**config.mk**
```make
export PLATFORM = sky130hd
export DESIGN_NAME = ram_sp_param
export DESIGN_NICKNAME = d
export VERILOG_FILES = /design/src/rtl/ram_sp_param.sv
export SDC_FILE = /design/constraint.sdc
export NUM_CORES = 1
export LEC_CHECK = 0
export CAP_MARGIN = 20
export CORE_MARGIN = 2
export CORE_UTILIZATION = 50
export DETAILED_ROUTE_END_ITERATION = 8
export PLACE_DENSITY = 0.68
export SYNTH_ARGS = -nofsm -noshare
export SYNTH_HDL_FRONTEND = slang
export SYNTH_SLANG_ARGS = --single-unit
```
**constraint.sdc**
```tcl
create_clock -name clk -period 5.7 [get_ports clk]
set_clock_uncertainty 0.15 [all_clocks]
set_input_delay 0.855 -clock clk [delete_from_list [all_inputs] [get_ports clk]]
set_output_delay 0.855 -clock clk [all_outputs]
set_load 0.1 [all_outputs]
```
**src/rtl/ram_sp_param.sv**
```systemverilog
// Single-port synchronous RAM with registered read data, selectable collision
// behaviour and a zero-fill sweep that runs on request or after reset.
module ram_sp_param #(
  parameter int DATA_W       = 8,
  parameter int ADDR_W       = 4,
  parameter int RD_MODE      = 0,
  parameter int CLR_ON_RESET = 1
) (
  input  logic              clk,
  input  logic              rst_n,
  input  logic              clr,
  input  logic              we,
  input  logic              re,
  input  logic [ADDR_W-1:0] addr,
  input  logic [DATA_W-1:0] din,
  output logic [DATA_W-1:0] dout,
  output logic              dout_vld,
  output logic              busy,
  output logic              clr_done
);

  localparam int DEPTH = 2 ** ADDR_W;
  localparam logic [ADDR_W-1:0] LAST = ADDR_W'(DEPTH - 1);

  typedef enum logic {
    IDLE,
    CLEAR
  } state_t;

  localparam state_t RESET_STATE = (CLR_ON_RESET != 0) ? CLEAR : IDLE;

  state_t            state;
  state_t            next_state;
  logic [ADDR_W-1:0] clr_ptr;
  logic [DATA_W-1:0] mem [DEPTH];
  logic              port_en;
  logic              clr_start;
  logic              sweep_last;

  // Ports only act in IDLE, and a clear request wins over we/re in the same cycle.
  assign port_en    = (state == IDLE) && !clr;
  assign clr_start  = (state == IDLE) && clr;
  assign sweep_last = (state == CLEAR) && (clr_ptr == LAST);
  assign busy       = (state == CLEAR);

  always_comb begin
    next_state = state;
    case (state)
      IDLE:    if (clr) next_state = CLEAR;
      CLEAR:   if (clr_ptr == LAST) next_state = IDLE;
      default: next_state = IDLE;
    endcase
  end

  // NOTE: sequential state uses non-blocking assignments so every flop samples
  // pre-edge values regardless of block ordering.
  always_ff @(posedge clk or negedge rst_n) begin
    if (!rst_n) state <= RESET_STATE;
    else        state <= next_state;
  end

  always_ff @(posedge clk or negedge rst_n) begin
    if (!rst_n) begin
      clr_ptr  <= '0;
      clr_done <= 1'b0;
    end else begin
      clr_done <= sweep_last;
      if (clr_start)            clr_ptr <= '0;
      else if (state == CLEAR)  clr_ptr <= sweep_last ? '0 : clr_ptr + 1'b1;
    end
  end

  always_ff @(posedge clk or negedge rst_n) begin
    if (!rst_n) begin
      dout     <= '0;
      dout_vld <= 1'b0;
    end else begin
      dout_vld <= port_en && re;
      if (clr_start) begin
        dout <= '0;
      end else if (port_en && re) begin
        // Write-first mode forwards din on a same-cycle write to the shared address.
        dout <= (RD_MODE != 0 && we) ? din : mem[addr];
      end
    end
  end

  // NOTE: the array has no reset so it maps onto plain RAM; zeroing is done by
  // the sweep, one word per clock.
  always_ff @(posedge clk) begin
    if (state == CLEAR)     mem[clr_ptr] <= '0;
    else if (port_en && we) mem[addr]    <= din;
  end

endmodule
```
==> impl_metrics.env <==
export IMPL_synth_area_um2=5740
export IMPL_setup_violations=0
export IMPL_boundaryPins=28
export IMPL_regArea_um2=4220
export IMPL_post_cts_repair_setup_buffers=0
export IMPL_ir_worst_vdd_v=0.000294
export IMPL_yosysWarnings=0
export IMPL_root_buffer="clkbuf_16"
export IMPL_drtAntennaViolNets=0
export IMPL_multi_input_area_um2=1400
export IMPL_insertion_delay_ps=410
export IMPL_layout_commonest_cell="edfxtp_1"
export IMPL_min_delay_start="dout[3]"
export IMPL_max_stage_delay_ps=1170
export IMPL_clock_fmax_mhz=309
export IMPL_nFillCells=800
export IMPL_end_kind="output pin"
export IMPL_syn_area_per_cell_um2=19.0
export IMPL_final_util_pct=59.7
export IMPL_cp_start_kind="register"
export IMPL_cts_resized=0
export IMPL_htreeDepth=4
export IMPL_dp_slack_ps=1830
export IMPL_clockBufferDepth=2
export IMPL_holdBufCountCts=0
export IMPL_drv_slew=0
export IMPL_final_cell_mix="edfxtp_1, clkdlybuf4s50_1, clkbuf_16"
export IMPL_critPathTopFamily="buffers and inverters"
export IMPL_syn_num_nets=320
export IMPL_crit_buf_inv=1
export IMPL_rsz0062_at_grt="false"
export IMPL_crit_fanout=11
export IMPL_grt_pass1_wl_mm=18.0
export IMPL_gp_congestion=0.782
export IMPL_fin_crit_sh_pct=56.8
export IMPL_setup_tns_ps=0
export IMPL_area_growth_pct=17.9
export IMPL_worst_pin_slew_ps=1020
export IMPL_p_per_area_nw_per_um2=471
export IMPL_ys_types=36
export IMPL_dieArea_um2=12300
export IMPL_cap_violations=0
export IMPL_drtPass1Iterations=4
export IMPL_grt_overflow=0
export IMPL_crit_required_ps=4700
export IMPL_layout_drive_gt1_share_pct=17.2
export IMPL_antenna_found_initial=0
export IMPL_ys_top_cells_by_area="edfxtp_1, dfrtp_1, mux4_2"
export IMPL_crit_type="reg2out"
export IMPL_path_cells="clkdlybuf4s50_1"
export IMPL_port_buffers=27
export IMPL_grt_util_all_layers_pct=20.4
export IMPL_first_global_vias=2993
export IMPL_hp_class="reg2reg"
export IMPL_route_detailed_drc=0
export IMPL_layout_setup_ws_ps=2460
export IMPL_clk_pin_slew_worst_paths_ps=60
export IMPL_clock_sinks=143
export IMPL_drt_iter0_drc=232
export IMPL_synth_top_area_share_pct=67.0
export IMPL_n_antenna_cell=0
export IMPL_cts_tree="yes"
export IMPL_fin_crit_ps=3240
export IMPL_worstPathArrival_ps=2230
export IMPL_num_vias=2927
export IMPL_post_drt_wl_per_cell_um=23.7
export IMPL_die_w_um=111
export IMPL_relSlewSlack_pct=32.1
export IMPL_core_area_um2=11300
export IMPL_slowest_stage="clkdlybuf4s50_1"
export IMPL_critPathLaunch="busy"
export IMPL_rr_startpoint="busy"
export IMPL_vias_per_cell=5.95
export IMPL_rows=39
export IMPL_postSynthCellCount=302
export IMPL_seq_area_frac_synth_pct=73.6
export IMPL_totalWireLength_mm=11.7
export IMPL_final_nets=354
export IMPL_p_leak_nw=2.39
export IMPL_synth_area_leader_cell="edfxtp_1"
export IMPL_numCtsBuffers=17
export IMPL_synth_seq_cells=143
export IMPL_grt_start_max_net_pins=42
export IMPL_die_y_um=111
export IMPL_run_status="finished, final reports clean"
export IMPL_hpwl_mm=7.64
export IMPL_initial_utilization_pct=50.7
export IMPL_finalHoldViolCount=0
-- power breakdown --
part	switching, W	internal (W)	leakage [nW]
combinational	0.000394	0.000184	0.677
sequential	0.0000842	0.00136	1.40
clock	0.000397	0.000764	0.314
total	0.000875	0.00231	2.39
-- per-layer routing --
metal | global-route usage [%] | routed length, um | vias to the layer above
met4 | 7.41 | 221 | 0
li1 | - | - | 1297
met5 | 0 | 0 | -
met2 | 32.9 | 5820 | 114
met3 | 5.36 | 711 | 20
met1 | 27.2 | 4930 | 1496
-- Yosys cell counts --
master	n
a31oi_1	1
nor2b_1	2
buf_6	3
nand3_1	1
buf_12	1
o22a_1	2
nand4bb_1	1
nor3b_1	2
a21oi_1	4
inv_1	5
edfxtp_1	128
dfrtp_1	14
o21ai_1	1
nand2_1	11
a22oi_1	8
ha_1	1
clkbuf_1	5
o31ai_1	1
and3_1	1
mux4_2	15
a221oi_1	6
nor3_1	2
buf_2	5
o21bai_1	1
dfstp_2	1
mux2_2	8
buf_1	1
a32oi_1	2
nor3b_2	1
xor2_1	1
o21ai_0	9
nor2_1	20
and2_1	10
mux4_1	11
a22o_1	3
mux2i_1	14
-- cell type report --
class / count / share of cell area (%)
repair buffers: 30 / 4.31
clock buffers: 27 / 8.85
clock inverters: 5 / 0.851
well taps: 143 / 2.65
multi-input cells: 139 / 20.6
inverters: 5 / 0.278
flip-flops and latches: 143 / 62.4
-- path summary, 6_finish.rpt --
check	endpoint	slack, ps	depth (start not counted)
setup / recovery	busy	2460	1
hold / removal	dout[3]	360	2
setup reg to reg	mem[5][2]	3310	5
hold reg to reg	dout[3]	360	2
max in group asynchronous	dout[0]	4220	1
min in group asynchronous	clr_done	730	1
-- flip-flops by register name, indices dropped and copies added, names as in the netlist --
name and count:
mem 128, dout_vld 1, busy 1, clr_ptr 4, clr_done 1, dout 8
-- kinds of logic after synthesis --
family          share of synthesized area (%)
compound gates                           4.63
xor+xnor                                0.153
fa+ha+maj                               0.218
buf+inv                                  2.09
flops                                    73.6
mux                                      14.9
simple gates                             4.38
-- stage by stage --
stage / hold WS (ps) / power [W] / instances / area (um^2)
3_5_place_dp: 342 / 0.00204 / 459 / 6090
2_1_floorplan: 405 / 0.00185 / 302 / 5740
3_3_place_gp: 346 / 0.00202 / 459 / 6090
4_1_cts: 359 / 0.00320 / 491 / 6750
5_1_grt: 403 / 0.00330 / 492 / 6760
6_report: 361 / 0.00318 / 492 / 6760
(Power assumes the default switching activity.)
